===== src/rtl/seq_alu.sv =====
// Sequential ALU with owned carry/zero flags, start/busy/done handshake and
// iterative unsigned MUL (shift-add) and DIVU (restoring), one bit per cycle.
module seq_alu #(
  parameter int unsigned WIDTH = 16,
  parameter int unsigned CNT_W = $clog2(WIDTH + 1)
) (
  input  logic             clk,
  input  logic             rst_n,
  input  logic             start,
  input  logic [3:0]       alu_op,
  input  logic [WIDTH-1:0] mem,
  input  logic [WIDTH-1:0] wreg,
  input  logic             flag_load,
  input  logic             flag_c_in,
  input  logic             flag_z_in,
  output logic             busy,
  output logic             done,
  output logic [WIDTH-1:0] result,
  output logic [WIDTH-1:0] result_hi,
  output logic             carry_out,
  output logic             zero_out,
  output logic             pc_skip
);

  localparam logic [3:0] OP_ROTL = 4'h0;
  localparam logic [3:0] OP_ROTR = 4'h1;
  localparam logic [3:0] OP_ADD  = 4'h2;
  localparam logic [3:0] OP_SUB  = 4'h3;
  localparam logic [3:0] OP_AND  = 4'h4;
  localparam logic [3:0] OP_OR   = 4'h5;
  localparam logic [3:0] OP_XOR  = 4'h6;
  localparam logic [3:0] OP_ZTST = 4'h7;
  localparam logic [3:0] OP_SKNZ = 4'h8;
  localparam logic [3:0] OP_SKZ  = 4'h9;
  localparam logic [3:0] OP_MUL  = 4'hA;
  localparam logic [3:0] OP_DIVU = 4'hB;

  typedef enum logic [1:0] {S_IDLE, S_EXEC, S_ITER} state_e;

  state_e           state_q;
  logic [3:0]       op_q;
  logic [WIDTH-1:0] opa_q, opb_q;
  logic             c_cap_q;
  logic [WIDTH-1:0] acc_hi_q, acc_lo_q;
  logic [CNT_W-1:0] cnt_q;
  logic             busy_q, done_q, carry_q, zero_q, skip_q;
  logic [WIDTH-1:0] result_q, result_hi_q;

  // Single-cycle datapath
  logic [WIDTH:0]   add_sum, sub_sum;
  logic [WIDTH-1:0] sc_res;
  logic             sc_c, sc_c_we, sc_z_we, sc_skip, sc_z;

  assign add_sum = {1'b0, opa_q} + {1'b0, opb_q};
  assign sub_sum = {1'b0, opa_q} + {1'b0, ~opb_q} + (WIDTH + 1)'(1);
  assign sc_z    = (sc_res == '0);

  always_comb begin
    sc_res  = opb_q;
    sc_c    = 1'b0;
    sc_c_we = 1'b0;
    sc_z_we = 1'b0;
    sc_skip = 1'b0;
    case (op_q)
      OP_ROTL: begin
        sc_res  = {opa_q[WIDTH-2:0], c_cap_q};
        sc_c    = opa_q[WIDTH-1];
        sc_c_we = 1'b1;
      end
      OP_ROTR: begin
        sc_res  = {c_cap_q, opa_q[WIDTH-1:1]};
        sc_c    = opa_q[0];
        sc_c_we = 1'b1;
      end
      OP_ADD: begin
        sc_res  = add_sum[WIDTH-1:0];
        sc_c    = add_sum[WIDTH];
        sc_c_we = 1'b1;
        sc_z_we = 1'b1;
      end
      OP_SUB: begin
        sc_res  = sub_sum[WIDTH-1:0];
        sc_c    = sub_sum[WIDTH];
        sc_c_we = 1'b1;
        sc_z_we = 1'b1;
      end
      OP_AND: begin
        sc_res  = opa_q & opb_q;
        sc_z_we = 1'b1;
      end
      OP_OR: begin
        sc_res  = opa_q | opb_q;
        sc_z_we = 1'b1;
      end
      OP_XOR: begin
        sc_res  = opa_q ^ opb_q;
        sc_z_we = 1'b1;
      end
      OP_ZTST: begin
        sc_res  = opa_q;
        sc_z_we = 1'b1;
      end
      OP_SKNZ: begin
        sc_res  = opa_q;
        sc_skip = (opa_q != '0);
      end
      OP_SKZ: begin
        sc_res  = opa_q;
        sc_skip = (opa_q == '0);
      end
      default: sc_res = opb_q;
    endcase
  end

  // One iteration step: acc_hi holds partial product high / remainder
  logic [WIDTH:0]   mul_sum;
  logic [WIDTH:0]   div_shift;
  logic [WIDTH-1:0] div_diff;
  logic             div_ok, is_mul, div_by_zero;
  logic [WIDTH-1:0] acc_hi_d, acc_lo_d;
  logic [WIDTH-1:0] fin_res, fin_hi;
  logic             fin_c, fin_z;

  assign is_mul      = (op_q == OP_MUL);
  assign div_by_zero = (opb_q == '0);
  assign mul_sum     = {1'b0, acc_hi_q} + (acc_lo_q[0] ? {1'b0, opa_q} : '0);
  assign div_shift   = {acc_hi_q, acc_lo_q[WIDTH-1]};
  assign div_ok      = (div_shift >= {1'b0, opb_q});
  assign div_diff    = div_shift[WIDTH-1:0] - opb_q;

  always_comb begin
    acc_hi_d = acc_hi_q;
    acc_lo_d = acc_lo_q;
    if (is_mul) begin
      acc_hi_d = mul_sum[WIDTH:1];
      acc_lo_d = {mul_sum[0], acc_lo_q[WIDTH-1:1]};
    end else begin
      acc_hi_d = div_ok ? div_diff : div_shift[WIDTH-1:0];
      acc_lo_d = {acc_lo_q[WIDTH-2:0], div_ok};
    end
  end

  always_comb begin
    fin_res = acc_lo_q;
    fin_hi  = acc_hi_q;
    fin_c   = 1'b0;
    fin_z   = (acc_lo_q == '0);
    if (is_mul) begin
      fin_c = (acc_hi_q != '0);
    end else if (div_by_zero) begin
      fin_res = '1;
      fin_hi  = opa_q;
      fin_c   = 1'b1;
      fin_z   = 1'b0;
    end
  end

  // Control FSM and all registered state
  always_ff @(posedge clk or negedge rst_n) begin
    if (!rst_n) begin
      state_q     <= S_IDLE;
      op_q        <= '0;
      opa_q       <= '0;
      opb_q       <= '0;
      c_cap_q     <= 1'b0;
      acc_hi_q    <= '0;
      acc_lo_q    <= '0;
      cnt_q       <= '0;
      busy_q      <= 1'b0;
      done_q      <= 1'b0;
      carry_q     <= 1'b0;
      zero_q      <= 1'b0;
      skip_q      <= 1'b0;
      result_q    <= '0;
      result_hi_q <= '0;
    end else begin
      done_q <= 1'b0;
      skip_q <= 1'b0;
      // External load first so a completing op's flag write overrides it
      if (flag_load) begin
        carry_q <= flag_c_in;
        zero_q  <= flag_z_in;
      end
      case (state_q)
        S_IDLE: begin
          busy_q <= start;
          if (start) begin
            op_q     <= alu_op;
            opa_q    <= mem;
            opb_q    <= wreg;
            c_cap_q  <= carry_q;
            acc_hi_q <= '0;
            acc_lo_q <= (alu_op == OP_MUL) ? wreg : mem;
            cnt_q    <= '0;
            state_q  <= (alu_op == OP_MUL || alu_op == OP_DIVU) ? S_ITER : S_EXEC;
          end
        end
        S_EXEC: begin
          result_q    <= sc_res;
          result_hi_q <= '0;
          skip_q      <= sc_skip;
          done_q      <= 1'b1;
          if (sc_c_we) carry_q <= sc_c;
          if (sc_z_we) zero_q  <= sc_z;
          state_q     <= S_IDLE;
        end
        S_ITER: begin
          if (cnt_q == CNT_W'(WIDTH)) begin
            result_q    <= fin_res;
            result_hi_q <= fin_hi;
            carry_q     <= fin_c;
            zero_q      <= fin_z;
            done_q      <= 1'b1;
            state_q     <= S_IDLE;
          end else begin
            acc_hi_q <= acc_hi_d;
            acc_lo_q <= acc_lo_d;
            cnt_q    <= cnt_q + CNT_W'(1);
          end
        end
        default: state_q <= S_IDLE;
      endcase
    end
  end

  assign busy      = busy_q;
  assign done      = done_q;
  assign result    = result_q;
  assign result_hi = result_hi_q;
  assign carry_out = carry_q;
  assign zero_out  = zero_q;
  assign pc_skip   = skip_q;

endmodule


===== config.mk =====
export PLATFORM = sky130hd
export DESIGN_NAME = seq_alu
export DESIGN_NICKNAME = d
export VERILOG_FILES = /design/src/rtl/seq_alu.sv
export SDC_FILE = /design/constraint.sdc
export NUM_CORES = 1
export LEC_CHECK = 0
export BUFFER_PORTS_ARGS = -buffer_cell sky130_fd_sc_hd__buf_2
export CORE_ASPECT_RATIO = 0.9
export CORE_MARGIN = 8
export CORE_UTILIZATION = 40
export DETAILED_ROUTE_END_ITERATION = 8
export SYNTH_ARGS = -nofsm -noshare
export SYNTH_HDL_FRONTEND = slang
export SYNTH_SLANG_ARGS = --single-unit

===== constraint.sdc =====
create_clock -name clk -period 4.3 [get_ports clk]
set_clock_uncertainty 0.05 [all_clocks]
set_input_delay 0.645 -clock clk [delete_from_list [all_inputs] [get_ports clk]]
set_output_delay 0.645 -clock clk [all_outputs]
set_load 0.05 [all_outputs]

==> metrics.yaml, run 1 <==
synthMuxAreaShare: 0.0958
pin_count: 79
hold-worst-slack_ns: 0.227
cts_root_buf: "clkbuf_16"
synthSimpleGateAreaFrac: 0.182
overflow: 0
fin_crit_sh: 0.922
synth_compound_area_frac: 0.243
path_clk_slew_ns: 0.06
cp.arrival_ns: 4.23
tightest_slew_ns: 1.08
syn_to_final_growth_pct: 14.9
drc: 0
synth_area_per_cell_um2: 8.24
path_max_fanout: 19
p_switching_uw: 4160
final-hold-violation-count: 0
cts-hold-fix-buffers: 0
grt_pass1_wl_um: 64000
fin_setup_tns_ns: 0
clockPowerShare: 0.177
finalSetupViolations: 0
antenna_found_initial: 1
globalplace.congestion: 1.01
worst-setup-path-type: "reg2reg"
synthCells: 1245
register_area_um2: 2830
fill_cells: 2535
synth_top_family_by_area: "compound AO/OA/AOI/OAI gates"
coreArea_um2: 25200
cts_buffers: 17
netlist_area_um2: 10300
layout.cells.non_filler: 1682
relSlewSlack: 0.282
dieArea_um2: 31000
cap_violations: 0
power.leakage_uw: 0.00527
die_w_um: 185
first_iter_violations: 1258
initial_core_util: 0.407
totalWireLength_um: 42300
hp-class: "in2async"
synth_xor_area_frac: 0.0333
status: "finished, final reports clean"
cts_resized: 0
yosysWarnings: 0
dr.pass1.iters: 7
layout.nets: 1460
rows: 55
cts_buffer_depth: 2
synth-seq-area-share: 0.276
multi_input_area_um2: 6880
power_frac_comb: 0.602
synth_fa_ha_area_frac: 0.114
htreeDepth: 4
first_global_vias: 10300
p_seq_frac: 0.222
async_flop_share: 1.00
drive_above_1_share: 0.175
routedWlPerCell_um: 25.1
grt_max_degree: 55
dpl.hpwl_um: 32100
p_per_area_nw_per_um2: 686
rsz0062_at_grt: "no"
dp.cells: 1650
stdcell_area_um2: 11800
drtAntennaViolNets: 0
timing.fmax_ghz: 0.252
port_buffers: 78
ir_drop_v: 0.000317
ys_types: 81
track_usage: 0.270
postPlaceCellArea_um2: 11200
final_max_slew_viol_count: 0
avgViaCountPerCell: 6.21
clock_sinks: 113
power.internal_uw: 3920
period_minus_slack_ns: 3.96
synth_edf_count: 0
endpoint_kind: "flop"
synthesis.nets: 1378
crit_path_start_kind: "flop"
sw_frac_of_total: 0.515
clk-insertion-delay-late_ns: 0.44
synth_seq_cells: 113
dr_total_vias: 10400
antenna_cells: 0
die_h_um: 168
cts_tree: "yes"
yosys_most_used_dff: "dfrtp_1"
required_ns: 4.57
final_core_util: 0.468
cts_setup_buffers: 0
-- area by class of cell --
cell class,count,share of cell area
clock buffer,22,0.0394
clock inverter,10,0.00934
inverter,72,0.0229
multi-input combinational,992,0.584
sequential,113,0.240
tap,342,0.0363
timing repair buffer,131,0.0682
-- worst paths after layout --
path | from | endpoint | slack (ns) | cells after the start
worst max-delay path | opb_q[1] | acc_hi_q[14] | 0.34 | 11
max in group asynchronous | rst_n | acc_hi_q[3] | 3.01 | 2
worst max register to register | opb_q[1] | acc_hi_q[14] | 0.34 | 11
worst min register to register | result[3] | result[3] | 0.42 | 2
worst min-delay path | rst_n | opa_q[10] | 0.23 | 1
min in group clk | alu_op[1] | op_q[1] | 0.41 | 2
-- Yosys cell counts, types with 5 or more instances --
cell type | count | area [µm²]
ha_1 | 87 | 1090
a21o_1 | 18 | 135
a22oi_1 | 16 | 120
o22ai_1 | 24 | 150
o21a_1 | 8 | 60.1
nor3_1 | 14 | 70.1
o211ai_1 | 11 | 82.6
a31oi_1 | 14 | 87.6
o2111ai_1 | 5 | 43.8
nand4_1 | 9 | 56.3
o311ai_0 | 6 | 52.6
nand2_1 | 124 | 465
o31ai_1 | 9 | 67.6
mux2_2 | 53 | 597
mux2i_1 | 34 | 340
nand3_1 | 49 | 245
o21bai_1 | 10 | 75.1
inv_1 | 72 | 270
dfrtp_1 | 113 | 2830
clkbuf_1 | 46 | 173
and2_1 | 19 | 119
o21ai_0 | 116 | 581
nor2b_1 | 16 | 100
or3_1 | 9 | 56.3
a21oi_1 | 83 | 415
xor2_1 | 9 | 78.8
nor2_1 | 79 | 297
o221ai_1 | 7 | 61.3
buf_1 | 6 | 22.5
a211oi_1 | 7 | 52.6
xnor2_1 | 30 | 263
nor4_1 | 23 | 144
buf_2 | 9 | 45.0
nand2b_1 | 12 | 75.1
a221oi_1 | 7 | 61.3
-- power by group through the flow --
stage / combinational, µW / sequential [µW] / clock [µW]
final: 4870 / 1790 / 1430
after global routing: 5170 / 1810 / 1480
after CTS: 4730 / 1770 / 1440
after detailed placement: 4710 / 1780 / 0
after global placement: 4750 / 1790 / 0
after floorplan: 2910 / 1930 / 0
-- metal layers --
layer | vias to the layer above | GRT usage | wire length [µm]
met2 | 614 | 0.407 | 18200
met4 | 2 | 0.121 | 1880
met5 | - | 0 | 9
met3 | 122 | 0.0674 | 4370
li1 | 4723 | - | -
met1 | 4982 | 0.360 | 17900
-- metrics by stage --
stage          power [µW]  setup WS [ns]
6_report             8080          0.336
3_3_place_gp         6540          0.500
3_5_place_dp         6490          0.427
4_1_cts              7940          0.408
2_1_floorplan        4840           1.02
5_1_grt              8460         0.0380
-- critical path: stages, from the launching register on --
cell	delay, ns
dfrtp_1	0.43
inv_1	0.26
ha_1	0.30
nor2b_1	0.13
o21ai_0	0.20
a21boi_0	0.17
o21ai_0	0.46
a2111oi_0	0.25
o21ai_0	0.41
and2_1	0.67
o21ai_0	0.21
a211o_1	0.31
-- flip-flops by register name, summed over array words and instances (netlist names) --
name and flops:
acc_hi_q 16, acc_lo_q 16, opa_q 16, opb_q 16, result 16, result_hi 16
cnt_q 5, op_q 4, state_q 2, busy 1, c_cap_q 1, carry_out 1
done 1, pc_skip 1, zero_out 1
-- layout by cell type, fill, tap and decap left out, types with 49 or more instances in the layout --
master | netlist | layout
a21oi_1 | 83 | 82
buf_2 | 9 | 77
buf_4 | 2 | 53
dfrtp_1 | 113 | 113
ha_1 | 87 | 87
inv_1 | 72 | 72
mux2_2 | 53 | 53
nand2_1 | 124 | 124
nand3_1 | 49 | 49
nor2_1 | 79 | 79
o21ai_0 | 116 | 116
-- logic make-up (layout without fill, tap and decap cells) --
kind of cell	after synthesis	in the layout
compound gates	389	389
xor+xnor	39	39
fa+ha+maj	91	91
buf+inv	140	235
flops	113	113
mux	89	89
simple gates	384	384
Note: power is estimated with default switching activity, not from simulation.
==> inputs of run 2 (changes only) <==
- clock period: 4.3 -> 3.6 ns (I/O delays scaled with it)
==> run 2 against run 1 <==
  * The run now ends with negative setup slack left
  * Power up 25%
  * Flip-flop and latch count unchanged
  * Final cell count up 3.8%
  * Die area unchanged
  * Wire length down 2.9%
  * First-iteration DRC count down 0.95%
  * Count of clock-buffer cells in the layout down 3
  * Via count up 1.7%
  * Sequential share of layout area down 1.2 points
  * Clock power up 19%
  * Largest power group unchanged
  * Highest routed layer is now met4
==> metrics.yaml, run 2 (synthesis results as in run 1) <==
status: "finished, violations left"  # was finished, final reports clean
violations: "negative setup slack"
final-hold-violation-count: 0  # unchanged
cap_violations: 0  # unchanged
tightest_slew_ns: 0.979  # was 1.08 ns
relSlewSlack: 0.348  # was 0.282
required_ns: 3.90  # was 4.57 ns
fill_cells: 2496  # was 2535
cts-hold-fix-buffers: 0  # unchanged
antenna_cells: 0  # unchanged
routedWlPerCell_um: 23.5  # was 25.1 µm
die_w_um: 185  # unchanged
worstSetupStartpoint: "opb_q[0]"  # was opb_q[1]
most-common-layout-cells: "nand2_1, o21ai_0, buf_4"  # was nand2_1, o21ai_0, dfrtp_1
worst-setup-path-type: "reg2reg"  # unchanged
grt_max_degree: 62  # was 55
port_buffers: 78  # unchanged
hp-class: "in2async"  # unchanged
dr_total_vias: 10600  # was 10400
path_buf_inv: 2  # was 1
cts_root_buf: "clkbuf_16"  # unchanged
dpl.hpwl_um: 31500  # was 32100 µm
die_h_um: 168  # unchanged
crit_slowest_cell: "or4_1"  # was and2_1
dp.cells: 1711  # was 1650
syn_to_final_growth_pct: 20.9  # was 14.9%
drive_above_1_share: 0.228  # was 0.175
drtAntennaViolNets: 0  # unchanged
cts_buffer_depth: 2  # unchanged
timing.fmax_ghz: 0.275  # was 0.252 GHz
cp.arrival_ns: 3.94  # was 4.23 ns
htreeDepth: 4  # unchanged
crit_path_max_incr_delay_ns: 0.46  # was 0.67 ns
coreArea_um2: 25200  # unchanged
finalSetupViolations: 1  # was 0
clock_sinks: 113  # unchanged
grt_pass1_wl_um: 62500  # was 64000 µm
first_iter_violations: 1246  # was 1258
p_per_area_nw_per_um2: 815  # was 686 nW/µm²
cts_tree: "yes"  # unchanged
path_clk_slew_ns: 0.07  # was 0.06 ns
dr.pass1.iters: 6  # was 7
rsz0062_at_grt: "yes"  # was no
endpoint_kind: "flop"  # unchanged
finalWorstSetupSlack_ns: -0.0357  # was 0.336 ns
final_common_cell: "nand2_1"  # unchanged
cts_buffers: 17  # unchanged
first_global_vias: 10400  # was 10300
fin_crit_sh: 1.01  # was 0.922
globalplace.congestion: 1.01  # about the same
ir_drop_v: 0.000390  # was 0.000317 V
totalWireLength_um: 41100  # was 42300 µm
track_usage: 0.261  # was 0.270
final_core_util: 0.493  # was 0.468
pin_count: 79  # unchanged
place_ws_ns: -0.107  # was 0.427 ns
layout.cells.non_filler: 1746  # was 1682
period_minus_slack_ns: 3.64  # was 3.96 ns
path_max_fanout: 5  # was 19
dieArea_um2: 31000  # unchanged
power.leakage_uw: 0.00558  # was 0.00527 µW
layout.nets: 1524  # was 1460
antenna_found_initial: 0  # was 1
rows: 55  # unchanged
clk-insertion-delay-late_ns: 0.43  # was 0.44 ns
avgViaCountPerCell: 6.08  # was 6.21
total_power_uw: 10100  # was 8080 µW
initial_core_util: 0.407  # unchanged
register_area_um2: 2830  # about the same
crit_path_start_kind: "flop"  # unchanged
drc: 0  # unchanged
cp_cell_sequence: "ha_1 -> inv_1 -> fa_1 -> nor2b_1 -> buf_4 -> o21ba_2 -> o21a_1 -> o32ai_1 -> a31o_2 -> o311ai_0 -> nor4_2 -> o2111ai_1 -> or4_1 -> a21oi_2"  # was inv_1 -> ha_1 -> nor2b_1 -> o21ai_0 -> a21boi_0 -> o21ai_0 -> a2111oi_0 -> o21ai_0 -> and2_1 -> o21ai_0 -> a211o_1
multi_input_area_um2: 6970  # was 6880 µm²
final_max_slew_viol_count: 0  # unchanged
cp_top_family: "compound AO/OA/AOI/OAI gates"  # unchanged
overflow: 0  # unchanged
r2r_start: "opb_q[0]"  # was opb_q[1]
run 2: cell count changes in the layout (fill, tap and decap cells not counted), moves of 3 or more:
| cell | previous run | this run |
|---|---|---|
| o21ai_1 | 2 | 5 |
| a21oi_1 | 82 | 79 |
| clkinvlp_4 | 1 | 5 |
| inv_6 | 0 | 4 |
| buf_12 | 1 | 5 |
| buf_4 | 53 | 113 |
| clkinv_2 | 5 | 0 |
| o21ai_0 | 116 | 113 |
| a21oi_2 | 3 | 6 |
run 2: final timing paths:
kind | end | slack, ns | cells past startpoint
max in group asynchronous | acc_hi_q[3] | 2.54 | 2
setup / recovery | zero_out | -0.04 | 14
setup reg to reg | zero_out | -0.04 | 14
min in group clk | opb_q[11] | 0.30 | 2
hold reg to reg | result[3] | 0.42 | 2
hold / removal | opb_q[10] | 0.10 | 1
run 2: layout make-up:
type,count,area share
Timing Repair Buffer,195,0.108
Tap cell,342,0.0345
Inverter,72,0.0218
Sequential cell,113,0.228
Clock inverter,13,0.0104
Clock buffer,19,0.0357
Multi-Input combinational cell,992,0.562
run 2: layer usage:
| layer | wire, µm | GRT usage | up-vias |
|---|---|---|---|
| li1 | - | - | 4853 |
| met1 | 18100 | 0.353 | 5093 |
| met2 | 17700 | 0.398 | 557 |
| met3 | 3570 | 0.0549 | 114 |
| met4 | 1740 | 0.109 | 0 |
| met5 | 0 | 0 | - |
run 2: repair_timing:
item | 4_1_cts | 5_1_grt
pin swaps | 4 | 5
buffers inserted | 2 | 1
resized for setup | 5 | 19
endpoints found under the setup margin | 1 | 20
run 2: per-stage QoR:
stage | hold WS, ns | setup TNS [ns] | area [µm²]
CTS | 0.126 | -0.00940 | 12300
global route | 0.158 | -0.174 | 12400
finish | 0.102 | -0.0357 | 12400
floorplan | 0.194 | 0 | 10300
global placement | 0.400 | -0.00123 | 11700
detailed placement | 0.414 | -0.107 | 11700
run 2: where the power goes:
group	internal, µW	switching [µW]	total, µW
sequential	1610	369	1980
combinational	2430	4000	6430
clock	979	722	1700
total	5020	5090	10100
